File: src/rtl/demux_pkg.sv
// ============================================================================
// Module   : demux_pkg
// Brief    : Shared constants, FSM state type and round-robin search helper.
// Revision : 1.0
// ============================================================================
`default_nettype none

package demux_pkg;

  localparam int NUM_CH = 4;

  typedef enum logic [0:0] {
    EMPTY = 1'b0,
    FULL  = 1'b1
  } state_t;

  // First enabled index after ptr (wrapping); returns ptr itself if it is the only one.
  function automatic logic [1:0] next_en(input logic [1:0] ptr,
                                         input logic [NUM_CH-1:0] mask);
    logic [1:0] idx;
    next_en = ptr;
    for (int k = NUM_CH - 1; k >= 1; k--) begin
      idx = ptr + 2'(k);
      if (mask[idx]) next_en = idx;
    end
  endfunction

endpackage

`default_nettype wire

File: src/rtl/demux_1x4.sv
// ============================================================================
// Module   : demux_1x4
// Brief    : Combinational 1-to-4 demux; routes y to one of a..d by {S_1,S_0}.
// Revision : 1.0
// ============================================================================
`default_nettype none

module demux_1x4 (
  input  logic y,
  input  logic S_1,
  input  logic S_0,
  output logic a,
  output logic b,
  output logic c,
  output logic d
);

  assign a = y & ~S_1 & ~S_0;
  assign b = y & ~S_1 &  S_0;
  assign c = y &  S_1 & ~S_0;
  assign d = y &  S_1 &  S_0;

endmodule

`default_nettype wire

File: src/rtl/demux_rr_dispatcher.sv
// ============================================================================
// Module   : demux_rr_dispatcher
// Brief    : Round-robin burst dispatcher of one valid/ready stream onto four
//            channels through a single holding register.
// Revision : 1.0
// ============================================================================
`default_nettype none

module demux_rr_dispatcher
  import demux_pkg::*;
#(
  parameter int WIDTH = 8,
  parameter int BURST = 2
) (
  input  logic              clk,
  input  logic              rst,
  input  logic [3:0]        chan_en,
  input  logic              in_valid,
  input  logic [WIDTH-1:0]  in_data,
  output logic              in_ready,
  output logic [3:0]        out_valid,
  output logic [WIDTH-1:0]  out_data,
  input  logic [3:0]        out_ready,
  output logic [1:0]        sel,
  output logic              busy
);

  localparam logic [7:0] c_burst = 8'(BURST);

  state_t           r_state;
  logic [1:0]       r_ptr;
  logic [1:0]       r_hold_ch;
  logic [7:0]       r_cnt;
  logic [WIDTH-1:0] r_data;

  logic             w_full;
  logic             w_fire;
  logic             w_accept;
  logic [1:0]       w_tgt;
  logic [7:0]       w_cnt_nxt;

  assign w_full   = (r_state == FULL);
  assign w_fire   = w_full & out_ready[r_hold_ch];
  // in_ready deliberately excludes in_valid so no valid->ready loop can form upstream.
  assign in_ready = ~rst & (|chan_en) & (~w_full | w_fire);
  assign w_accept = in_valid & in_ready;

  assign w_tgt     = chan_en[r_ptr] ? r_ptr : next_en(r_ptr, chan_en);
  assign w_cnt_nxt = (w_tgt != r_ptr) ? 8'd1 : (r_cnt + 8'd1);

  always_ff @(posedge clk or posedge rst) begin
    if (rst) begin
      r_state   <= EMPTY;
      r_ptr     <= 2'd0;
      r_hold_ch <= 2'd0;
      r_cnt     <= 8'd0;
      r_data    <= '0;
    end else begin
      case (r_state)
        EMPTY:   if (w_accept) r_state <= FULL;
        FULL:    if (w_fire && !w_accept) r_state <= EMPTY;
        default: r_state <= EMPTY;
      endcase

      if (w_accept) begin
        r_data    <= in_data;
        r_hold_ch <= w_tgt;
        if (w_cnt_nxt == c_burst) begin
          r_ptr <= next_en(w_tgt, chan_en);
          r_cnt <= 8'd0;
        end else begin
          r_ptr <= w_tgt;
          r_cnt <= w_cnt_nxt;
        end
      end
    end
  end

  assign out_data = r_data;
  assign sel      = r_hold_ch;
  assign busy     = w_full;

  demux_1x4 u_demux (
    .y   (w_full),
    .S_1 (r_hold_ch[1]),
    .S_0 (r_hold_ch[0]),
    .a   (out_valid[0]),
    .b   (out_valid[1]),
    .c   (out_valid[2]),
    .d   (out_valid[3])
  );

endmodule

`default_nettype wire

File: config.mk
export PLATFORM = sky130hd
export DESIGN_NAME = demux_rr_dispatcher
export DESIGN_NICKNAME = d
export VERILOG_FILES = /design/src/rtl/demux_pkg.sv /design/src/rtl/demux_1x4.sv /design/src/rtl/demux_rr_dispatcher.sv
export SDC_FILE = /design/constraint.sdc
export NUM_CORES = 1
export LEC_CHECK = 0
export BUFFER_PORTS_ARGS = -buffer_cell sky130_fd_sc_hd__buf_2
export CORE_MARGIN = 10
export CORE_UTILIZATION = 55
export DETAILED_ROUTE_END_ITERATION = 12
export PLACE_DENSITY_LB_ADDON = 0.05
export SETUP_SLACK_MARGIN = 0.3
export SYNTH_ARGS = -nofsm -noshare
export SYNTH_HDL_FRONTEND = slang
export SYNTH_HIERARCHICAL = 1
export SYNTH_SLANG_ARGS = --single-unit
File: constraint.sdc
create_clock -name clk -period 3.51 [get_ports clk]
set_input_delay 0.1755 -clock clk [delete_from_list [all_inputs] [get_ports clk]]
set_output_delay 0.1755 -clock clk [all_outputs]
set_load 0.02 [all_outputs]
# Word-level counts from Yosys, hierarchy flattened
# Index checks and enable logic that the tools add are counted.
word_totals:
  register_bits: 21
  input_bits: 19
  out_inout_bits: 16
  elab_cells: 69
op_classes:
  add_sub_neg: 7
  n_lt_le_gt_ge: 8
  n_eq_ne: 2
  n_mux: 29
  bitwise: 15
  n_reduce_logical: 3
op_table:
  columns: ["op", "count"]
  rows:
  - ["less-than comparator 2 x 3 -> 1 bit (second input constant)", 8]
  - ["binary-select mux 1 bit (select 2 bit)", 8]
  - ["2-to-1 mux 2 bit", 8]
  - ["2-to-1 mux 8 bit", 2]
  - ["bitwise AND 1 bit", 10]
  - ["2-to-1 mux 1 bit", 10]
  - ["adder 2 bit (second input constant)", 4]
  - ["adder 8 x 1 -> 8 bit (second input constant)", 1]
  - ["equality test 8 x 2 -> 1 bit (second input constant)", 1]
  - ["adder 2 x 1 -> 2 bit (second input constant)", 2]
  - ["NOT 1 bit", 4]
  - ["OR reduction 4 bit", 1]
  - ["!= test 2 bit", 1]
  - ["case mux 1 bit (2 select lines)", 1]
  - ["logical AND 1 bit", 1]
  - ["logical NOT 1 bit", 1]
  - ["bitwise OR 1 bit", 1]

# Longest topological paths before layout
# Gate-level depths: netlist of the first run.
depth:
  depth_word: 14
  mapped_depth: 7
  depth_no_buf: 6

# Cells and area by module
# Netlist of the first run, hierarchy kept.
modules_own_cells:
  columns: ["mod", "n_inst", "cells_each", "area_each_um2", "seq_area_each_um2"]
  rows:
  - ["demux_rr_dispatcher", 1, 147, 1442.6, 525.5]
  - ["demux_1x4", 1, 4, 37.5, 0.0]

# Worst setup path after synthesis of the first run
# OpenSTA, ideal clock, no wires.
synth_path:
  kind: "reg2reg"
  from: "register r_hold_ch[0], in the netlist sel[0]"
  to: "register r_data[0], in the netlist out_data[0]"
  setup_ns: 0.125
  t_arrival_ns: 1.993
  required_ns: 3.385
  path_slack_ns: 1.392
  path_stages_with_launch: 5
  path_buffers: 1
  synth_period_minus_slack_ns: 2.118
  path_cell_list: "dfrtp_1 mux4_2 o2111ai_4 buf_2 mux2_2"
synth_via:
  elab_chain_len: 6
synth_rtl:
  columns: ["item", "line_no", "rtl"]
  rows:
  - ["start, declared", "demux_rr_dispatcher.sv:32", "logic [1:0] r_hold_ch;"]
  - ["start signal, assigned", "demux_rr_dispatcher.sv:67", "r_hold_ch <= w_tgt;"]
  - ["binary-select mux 1 bit (select 2 bit)", "demux_rr_dispatcher.sv:43", "assign w_fire = w_full & out_ready[r_hold_ch];"]
  - ["2-to-1 mux 1 bit (implied by the code)", "demux_rr_dispatcher.sv:43", null]
  - ["bitwise AND 1 bit", "demux_rr_dispatcher.sv:43", null]
  - ["bitwise OR 1 bit", "demux_rr_dispatcher.sv:45", "assign in_ready = ~rst & (|chan_en) & (~w_full | w_fire);"]
  - ["bitwise AND 1 bit", "demux_rr_dispatcher.sv:45", null]
  - ["bitwise AND 1 bit", "demux_rr_dispatcher.sv:46", "assign w_accept = in_valid & in_ready;"]
  - ["end signal, assigned", "demux_rr_dispatcher.sv:66", "r_data <= in_data;"]
  - ["end, declared", "demux_rr_dispatcher.sv:34", "logic [WIDTH-1:0] r_data;"]
# No other way between the ends. The select of a mux whose other input is x is not followed.
# A chain may end at the register's enable or synchronous reset.

# Worst setup path in the final report of the first run
layout_path:
  from: "register r_hold_ch[0], in the netlist sel[0]"
  to: "register r_data[6], in the netlist out_data[6]"
# Same word-level chain as after synthesis.

==> out/metrics.yaml, run 1 <==
grt:
  grt_antenna_before_repair: 0
  grt_pass1_vias: 1209
  grt-ovfl-total: 0
  use_met2: 0.225
  use_met3: 0.0468
  grt-busiest-layer: "met2"
  grt_pass1_wl_um: 5280
  use_met1: 0.123
  grt_usage: 0.121
  grt_max_degree: 29
sta:
  rsz0062_at_grt: "false"
  finalClockSkew_ns: 0.00113
  fmax_ghz: 0.451
  setup_tns_ns: 0
  fin_ws_ns: 1.29
  period_needed_ns: 2.22
  finalSetupViolCount: 0
  drv_slew: 0
  fin_crit_sh: 0.632
  worst_pin_slew_ns: 0.746
  relSlewSlack: 0.502
  hold_violations: 0
  holdWs_ns: 0.0979
cts:
  cts_buffers: 3
  post_cts_buffers: 0
  cts_resized: 0
  htree_levels: 1
  cts.path.max_buffers: 2
  cts_root_buf: "clkbuf_4"
  cts.clk_slew.worst_paths_ns: 0.11
  clk_latency_ns: 0.30
  cts.sinks: 21
  cts_tree: "built"
critical_path:
  rrSetupSlack_ns: 1.29
  cp_data_required_time_ns: 3.70
  slowest_stage: "o2111ai_4"
  r2r_start: "sel[0]$_DFFE_PP0P_"
  startpoint: "sel[0]$_DFFE_PP0P_"
  worstPathMaxFanout: 28
  path_cells: "mux4_2, o2111ai_4, mux2_2"
  critPathKind: "reg -> reg"
  cp.depth: 3
  crit_arrival_ns: 2.41
  path_delay_family: "multiplexers"
  cp-start-kind: "flip-flop"
  reg2reg_depth: 3
  critical_path_buf_inv_count: 0
  crit_path_end: "out_data[6]$_DFFE_PP0P_"
  rr_endpoint: "out_data[6]$_DFFE_PP0P_"
  end_kind: "flip-flop"
  critPathMaxStageDelay_ns: 0.64
run_status:
  status: "finished clean"
floorplanning:
  fp.dieH_um: 71.9
  core_area_um2: 2520
  start_util: 0.587
  io_pins: 35
  num_rows: 18
  die_area_um2: 5170
  die_w_um: 71.9
power:
  design_power_total_mw: 1.12
  vdd_drop_max_mv: 0.521
  power_per_cell_area_nw_per_um2: 664
  power.leakage_nw: 0.742
place:
  post-place-ws_ns: 1.30
  hpwl_um: 2470
  place_congestion: 0.773
  portBuffers: 34
cells_and_area:
  diodes: 0
  fillers: 215
  layout-drive-gt1-share: 0.309
  finish.utilization: 0.666
  area_growth_pct: 13.5
  layout.nets: 202
synth:
  ys.flop_type: "dfrtp_1"
  synth_cell_types: 52
  synth_area_per_cell_um2: 9.80
  synth_top_area_share: 0.355
  synthArstFlopShare: 1.00
  synth_area_leaders: "dfrtp_1 36%, mux2_2 6.1%, o21ai_0 3.7%"
  synth_area_leader_cell: "dfrtp_1"
  yosysMostFrequentCell: "dfrtp_1"
  synth_area_um2: 1480
  yosys_warnings: 6
  synth-edff-count: 0
  ys_seq_area_frac: 0.355
  syn_nets: 171
  syn_inst: 151
  synth_common_cells: "21 x dfrtp_1, 11 x o21ai_0, 9 x nand2_1"
  ys_ff_latch: 21
route:
  ant_nets: 0
  wire_per_inst_um: 15.7
  vias: 1301
  drt_iter0_drc: 94
  first_pass_iters: 4
  wl_um: 3320
  vias_per_cell: 6.17
  drc: 0
min_path:
  hold_path.class: "in -> reg"
  hold_start: "in_data[5]"
run:
  drv_cap: 0
cells in the final DEF (no fill, tap or decap), drive strengths merged, types with 3 or more instances in the layout:
| master | synthesis | final |
|---|---|---|
| nand3 | 8 | 8 |
| nor3b | 6 | 6 |
| a21oi | 7 | 7 |
| a21boi | 3 | 3 |
| mux2 | 8 | 8 |
| buf | 6 | 35 |
| o31ai | 5 | 5 |
| inv | 3 | 3 |
| dfrtp | 21 | 21 |
| nor2b | 3 | 3 |
| and3 | 3 | 3 |
| or3 | 3 | 3 |
| nor2 | 3 | 3 |
| nor3 | 3 | 3 |
| o21ai | 11 | 11 |
| clkbuf | 4 | 4 |
| nand2 | 9 | 9 |
sequential cells by signal, summed over array words and instances (netlist names):
| signal | flops |
|---|---|
| r_ptr | 2 |
| out_data | 8 |
| r_cnt | 8 |
| sel | 2 |
| busy | 1 |
area by class of cell:
class | count | area, um^2 | share of cell area
multi-input cells | 117 | 892 | 0.531
flip-flops and latches | 21 | 526 | 0.313
repair buffers | 36 | 188 | 0.112
well taps | 30 | 37.5 | 0.0223
clock buffers | 4 | 26.3 | 0.0156
inverters | 3 | 11.3 | 0.00670
worst min path at each step:
stage | to | cells past startpoint | slack, ns
after global placement | out_data[0]$_DFFE_PP0P_ | 3 | 0.22
after CTS | out_data[5]$_DFFE_PP0P_ | 2 | 0.09
final | out_data[5]$_DFFE_PP0P_ | 2 | 0.1
after global routing | out_data[1]$_DFFE_PP0P_ | 2 | 0.08
after detailed placement | out_data[5]$_DFFE_PP0P_ | 3 | 0.23
after floorplan | busy$_DFF_PP0_ | 1 | 0.19
cell families after synthesis:
group / share of synthesized area
DFF: 0.355
and+or+nand+nor: 0.239
buffers and inverters: 0.0423
xor gates and xnor gates: 0.00592
AOI/OAI and AO/OA: 0.260
adders and majority gates: 0.00845
muxes: 0.0896
through the flow:
step | cell area [um^2] | std cells
6_report | 1680 | 211
5_1_grt | 1680 | 211
4_1_cts | 1680 | 211
3_5_place_dp | 1640 | 206
3_3_place_gp | 1640 | 206
2_1_floorplan | 1480 | 151
per-layer routing:
| layer | wire length (um) | share of wire |
|---|---|---|
| met5 | 0 | 0 |
| met4 | 10 | 0.0030 |
| met3 | 156 | 0.047 |
| met2 | 1750 | 0.53 |
| met1 | 1400 | 0.42 |
report_power, final:
group / switching, mW / internal [mW] / leakage [nW]
clock network: 0.0692 / 0.0443 / 0.0150
registers: 0.110 / 0.318 / 0.262
logic: 0.324 / 0.250 / 0.465
what timing repair did:
action                                  CTS  global route
hold endpoints to repair                 21             0
endpoints found under the setup margin    0             0
hold buffers                              1             0
(Power assumes the default switching activity.)
==> inputs of run 2 (changes only) <==
- CORE_UTILIZATION: 55 -> 53
- clock period: 3.51 -> 2.2 ns (I/O delays scaled with it)
==> run 2 against run 1 <==
  * Setup slack got worse by 0.99 ns
  * Largest cell class unchanged
  * Die area rose by 2.7%
  * Sequential share of layout area fell by 2.6 points
  * Via count rose by 5.1%
  * Final cell count rose by 5.2%
  * Sequential power rose by 52%
  * Total power rose by 79%
  * Cell area rose by 9.2%
  * Highest routed layer unchanged
  * Core utilization rose by 1.1 points
  * Largest power group unchanged
  * Critical path depth rose by 2
==> out/metrics.yaml, run 2 (same netlist as run 1, synthesis figures left out) <==
run_status:
  status: "finished clean"
cts:
  cts.path.max_buffers: 2
  clk_latency_ns: 0.30
  cts_tree: "built"
  cts.clk_slew.worst_paths_ns: 0.11
  cts.sinks: 21
  cts_buffers: 3
  cts_root_buf: "clkbuf_4"
  htree_levels: 1
power:
  intPower_mw: 1.13
  swShare: 0.434
  design_power_total_mw: 1.99
  power.leakage_nw: 0.820
  p_seq_frac: 0.327
  power_switching_mw: 0.865
  p_clk_frac: 0.094
  power_frac_comb: 0.579
  vdd_drop_max_mv: 1.01
  power_per_cell_area_nw_per_um2: 1090
route:
  first_pass_iters: 4
  wire_per_inst_um: 16.6
  drc: 0
  vias: 1367
  vias_per_cell: 6.16
  ant_nets: 0
  wl_um: 3700
  drt_iter0_drc: 118
cells_and_area:
  fillers: 231
  area_growth_pct: 23.9
  layout.nets: 212
  mostFrequentLayoutCell: "buf_2"
  layout-drive-gt1-share: 0.366
  diodes: 0
  final_cell_mix: "34 x buf_2, 20 x dfrtp_1, 11 x o21ai_0, 9 x nand2_1, 9 x buf_4"
min_path:
  hold_path.class: "in -> reg"
  hold_depth: 2
  hold_start: "in_data[5]"
  holdPathEnd: "out_data[5]$_DFFE_PP0P_"
grt:
  grt_pass1_wl_um: 5880
  grt-ovfl-total: 0
  grt_pass1_vias: 1229
  grt_antenna_before_repair: 0
  grt_usage: 0.133
  grt_max_degree: 27
place:
  hpwl_um: 2590
  place_congestion: 0.909
  portBuffers: 34
floorplanning:
  die_w_um: 72.8
  start_util: 0.546
  core_area_um2: 2710
  die_area_um2: 5310
  num_rows: 19
  fp.dieH_um: 72.8
  io_pins: 35
sta:
  period_needed_ns: 1.90
  setup_tns_ns: 0
  fin_crit_sh: 0.864
  finalSetupViolCount: 0
  worst_pin_slew_ns: 0.475
  holdWs_ns: 0.0280
  finalClockSkew_ns: 0.00275
  relSlewSlack: 0.683
  rsz0062_at_grt: "true"
  drv_slew: 0
  hold_violations: 0
  fmax_ghz: 0.526
critical_path:
  path_cells: "ha_4, or4_4, a221oi_4, a31oi_1, o31a_1"
  cp-start-kind: "flip-flop"
  critPathMaxStageDelay_ns: 0.45
  r2r_start: "r_cnt[1]$_DFFE_PP0P_"
  worstPathMaxFanout: 5
  rrSetupSlack_ns: 0.30
  critPathKind: "reg -> reg"
  slowest_stage: "dfrtp_1"
  cp_data_required_time_ns: 2.40
  reg2reg_depth: 5
  end_kind: "flip-flop"
  crit_arrival_ns: 2.10
  rr_endpoint: "r_ptr[0]$_DFFE_PP0P_"
run:
  drv_cap: 0
run 2: critical path: cells and delay by family (launching register included):
kind / cells / cell delay (ns)
AOI/OAI and AO/OA: 3 / 0.74
adders and majority gates: 1 / 0.20
DFF: 1 / 0.45
and+or+nand+nor: 1 / 0.42
run 2: cell type report:
| cell class | instances | area [um^2] | share of cell area |
|---|---|---|---|
| Timing Repair Buffer | 46 | 293 | 0.160 |
| Sequential cell | 21 | 527 | 0.287 |
| Inverter | 3 | 11.3 | 0.00614 |
| Multi-Input combinational cell | 117 | 938 | 0.512 |
| Tap cell | 31 | 38.8 | 0.0211 |
| Clock buffer | 4 | 26.3 | 0.0143 |
run 2: power by group through the flow:
stage	Combinational, mW	Clock (mW)	Sequential [mW]
floorplan	0.655	0	0.732
global placement	1.01	0	0.650
detailed placement	1.04	0	0.661
CTS	1.09	0.191	0.641
global route	1.26	0.208	0.676
finish	1.16	0.187	0.651
run 2: how the worst max path moves through the flow:
stage,start,to,slack [ns]
after global routing,r_ptr[0]$_DFFE_PP0P_,r_cnt[6]$_DFFE_PP0P_,0.24
after CTS,r_cnt[0]$_DFFE_PP0P_,r_ptr[0]$_DFFE_PP0P_,0.29
after detailed placement,r_cnt[1]$_DFFE_PP0P_,r_ptr[0]$_DFFE_PP0P_,0.23
after global placement,sel[0]$_DFFE_PP0P_,r_ptr[1]$_DFFE_PP0P_,0.27
final,r_cnt[1]$_DFFE_PP0P_,r_ptr[0]$_DFFE_PP0P_,0.30
after floorplan,sel[0]$_DFFE_PP0P_,out_data[0]$_DFFE_PP0P_,0.25
run 2: routing by layer:
layer	share of wire	GRT usage	up-vias	routed length, um
li1	-	-	663	-
met1	0.42	0.166	654	1550
met2	0.49	0.213	46	1810
met3	0.083	0.0544	4	306
met4	0.0078	0.0190	0	29
met5	0	0	-	0
run 2: through the flow:
stage / setup WS, ns / cell area, um^2 / instances / utilization
floorplan: 0.247 / 1500 / 151 / -
global placement: 0.267 / 1700 / 211 / 0.629
detailed placement: 0.234 / 1700 / 211 / 0.629
CTS: 0.285 / 1760 / 218 / 0.649
global route: 0.236 / 1830 / 222 / 0.677
finish: 0.300 / 1830 / 222 / 0.677
run 2: timing repair:
action	4_1_cts	5_1_grt
pin swaps	0	4
endpoints found under the setup margin	11	14
hold buffers	1	0
endpoints found under the hold margin	21	0
resized for setup	2	5
gates cloned	0	1
buffers inserted	2	3
==> inputs of run 3 (changes only) <==
- RECOVER_POWER: not set -> 100
==> run 3 against run 2 <==
  * Flip-flop and latch count unchanged
  * Global-route usage unchanged
  * Clock skew increased by 0.00072 ns
  * Total power is 3.1% lower
  * Fmax down 3.4%
==> out/metrics.yaml, run 3 (same netlist as run 1, synthesis figures left out) <==
cells_and_area:
  layout.nets: 212
  layout-drive-gt1-share: 0.257
  seq_area_um2: 527
  area_growth_pct: 20.5
  fillers: 239
  mostFrequentLayoutCell: "dfrtp_1"
  final_cell_mix: "20 x dfrtp_1, 18 x clkbuf_1, 18 x buf_2, 11 x o21ai_0, 9 x nand2_1"
  multi_input_area_um2: 912
  diodes: 0
critical_path:
  critPathMaxStageDelay_ns: 0.52
  cp_data_required_time_ns: 2.40
  rrSetupSlack_ns: 0.23
  reg2reg_depth: 4
  end_kind: "flip-flop"
  critPathKind: "reg -> reg"
  r2r_start: "sel[0]$_DFFE_PP0P_"
  path_cells: "mux4_2, o2111ai_1, buf_12, mux2_2"
  rr_endpoint: "out_data[6]$_DFFE_PP0P_"
  slowest_stage: "mux4_2"
  crit_arrival_ns: 2.17
  worstPathMaxFanout: 13
  cp-start-kind: "flip-flop"
place:
  portBuffers: 34
  place_congestion: 0.909
  post-place-ws_ns: 0.234
  hpwl_um: 2590
grt:
  use_met2: 0.213
  use_met1: 0.166
  grt_pass1_vias: 1229
  use_met3: 0.0544
  grt_usage: 0.133
  grt_antenna_before_repair: 0
  grt_max_degree: 27
  grt_pass1_wl_um: 5880
  grt-busiest-layer: "met2"
  grt-ovfl-total: 0
sta:
  fin_crit_sh: 0.894
  hold_violations: 0
  drv_slew: 0
  setup_tns_ns: 0
  rsz0062_at_grt: "true"
  holdWs_ns: 0.00784
  relSlewSlack: 0.683
  finalClockSkew_ns: 0.00346
  finalSetupViolCount: 0
  worst_pin_slew_ns: 0.475
  fin_ws_ns: 0.232
  fmax_ghz: 0.508
  period_needed_ns: 1.97
route:
  drt_iter0_drc: 124
  drc: 0
  first_pass_iters: 4
  vias: 1368
  ant_nets: 0
  wl_um: 3670
  wire_per_inst_um: 16.5
  vias_per_cell: 6.16
cts:
  clk_latency_ns: 0.30
  cts_root_buf: "clkbuf_4"
  cts_tree: "built"
  cts.path.max_buffers: 2
  cts.clk_slew.worst_paths_ns: 0.11
  cts.sinks: 21
  htree_levels: 1
  cts_buffers: 3
min_path:
  hold_path.class: "in -> reg"
  holdPathEnd: "out_data[0]$_DFFE_PP0P_"
  hold_start: "in_data[0]"
  hold_depth: 2
power:
  design_power_total_mw: 1.93
  power_switching_mw: 0.852
  swShare: 0.441
  intPower_mw: 1.08
  power_frac_comb: 0.566
  power.leakage_nw: 0.753
  p_clk_frac: 0.097
  power_per_cell_area_nw_per_um2: 1080
  vdd_drop_max_mv: 0.985
  p_seq_frac: 0.337
floorplanning:
  core_area_um2: 2710
  die_w_um: 72.8
  io_pins: 35
  die_area_um2: 5310
  start_util: 0.546
  num_rows: 19
  fp.dieH_um: 72.8
run_status:
  status: "finished clean"
run:
  drv_cap: 0
[run 3: critical path: cells and delay by family (launching register included)]
family                 cells  cell delay, ns
flip-flops                 1            0.39
multiplexers               2            0.86
buffers and inverters      1            0.20
AO/OA/AOI/OAI              1            0.39
[run 3: worst max-delay path by stage]
stage	startpoint	endpoint	slack, ns	depth (start not counted)
2_1_floorplan	sel[0]$_DFFE_PP0P_	out_data[0]$_DFFE_PP0P_	0.25	4
5_1_grt	sel[0]$_DFFE_PP0P_	r_cnt[7]$_DFFE_PP0P_	0.17	6
4_1_cts	r_cnt[0]$_DFFE_PP0P_	r_ptr[0]$_DFFE_PP0P_	0.29	6
3_3_place_gp	sel[0]$_DFFE_PP0P_	r_ptr[1]$_DFFE_PP0P_	0.27	6
3_5_place_dp	r_cnt[1]$_DFFE_PP0P_	r_ptr[0]$_DFFE_PP0P_	0.23	6
6_report	sel[0]$_DFFE_PP0P_	out_data[6]$_DFFE_PP0P_	0.23	4
[run 3: metal layers]
metal / up-vias / routed length, um
met5: - / 0
met1: 651 / 1560
met2: 51 / 1750
met3: 4 / 322
li1: 662 / -
met4: 0 / 29
[run 3: what timing repair did]
action	CTS	global route
hold buffers	1	0
cloned	0	1
setup buffers	2	3
resized for setup	2	5
setup endpoints to repair	11	14
hold endpoints to repair	21	0
pin swaps	0	4
[run 3: power by group through the flow]
stage	Sequential (mW)	Combinational, mW	Clock (mW)
floorplan	0.732	0.655	0
global placement	0.650	1.01	0
detailed placement	0.661	1.04	0
CTS	0.641	1.09	0.191
global route	0.678	1.20	0.208
finish	0.652	1.09	0.187
[run 3: stage by stage]
step / area, um^2 / cells / utilization
after CTS: 1760 / 218 / 0.649
after floorplan: 1500 / 151 / -
after global routing: 1780 / 222 / 0.658
final: 1780 / 222 / 0.658
after global placement: 1700 / 211 / 0.629
after detailed placement: 1700 / 211 / 0.629
[run 3: area by class of cell]
type / instances / share of cell area
Multi-Input combinational cell: 117 / 0.511
Timing Repair Buffer: 46 / 0.151
Inverter: 3 / 0.00631
Sequential cell: 21 / 0.295
Tap cell: 31 / 0.0217
Clock buffer: 4 / 0.0147
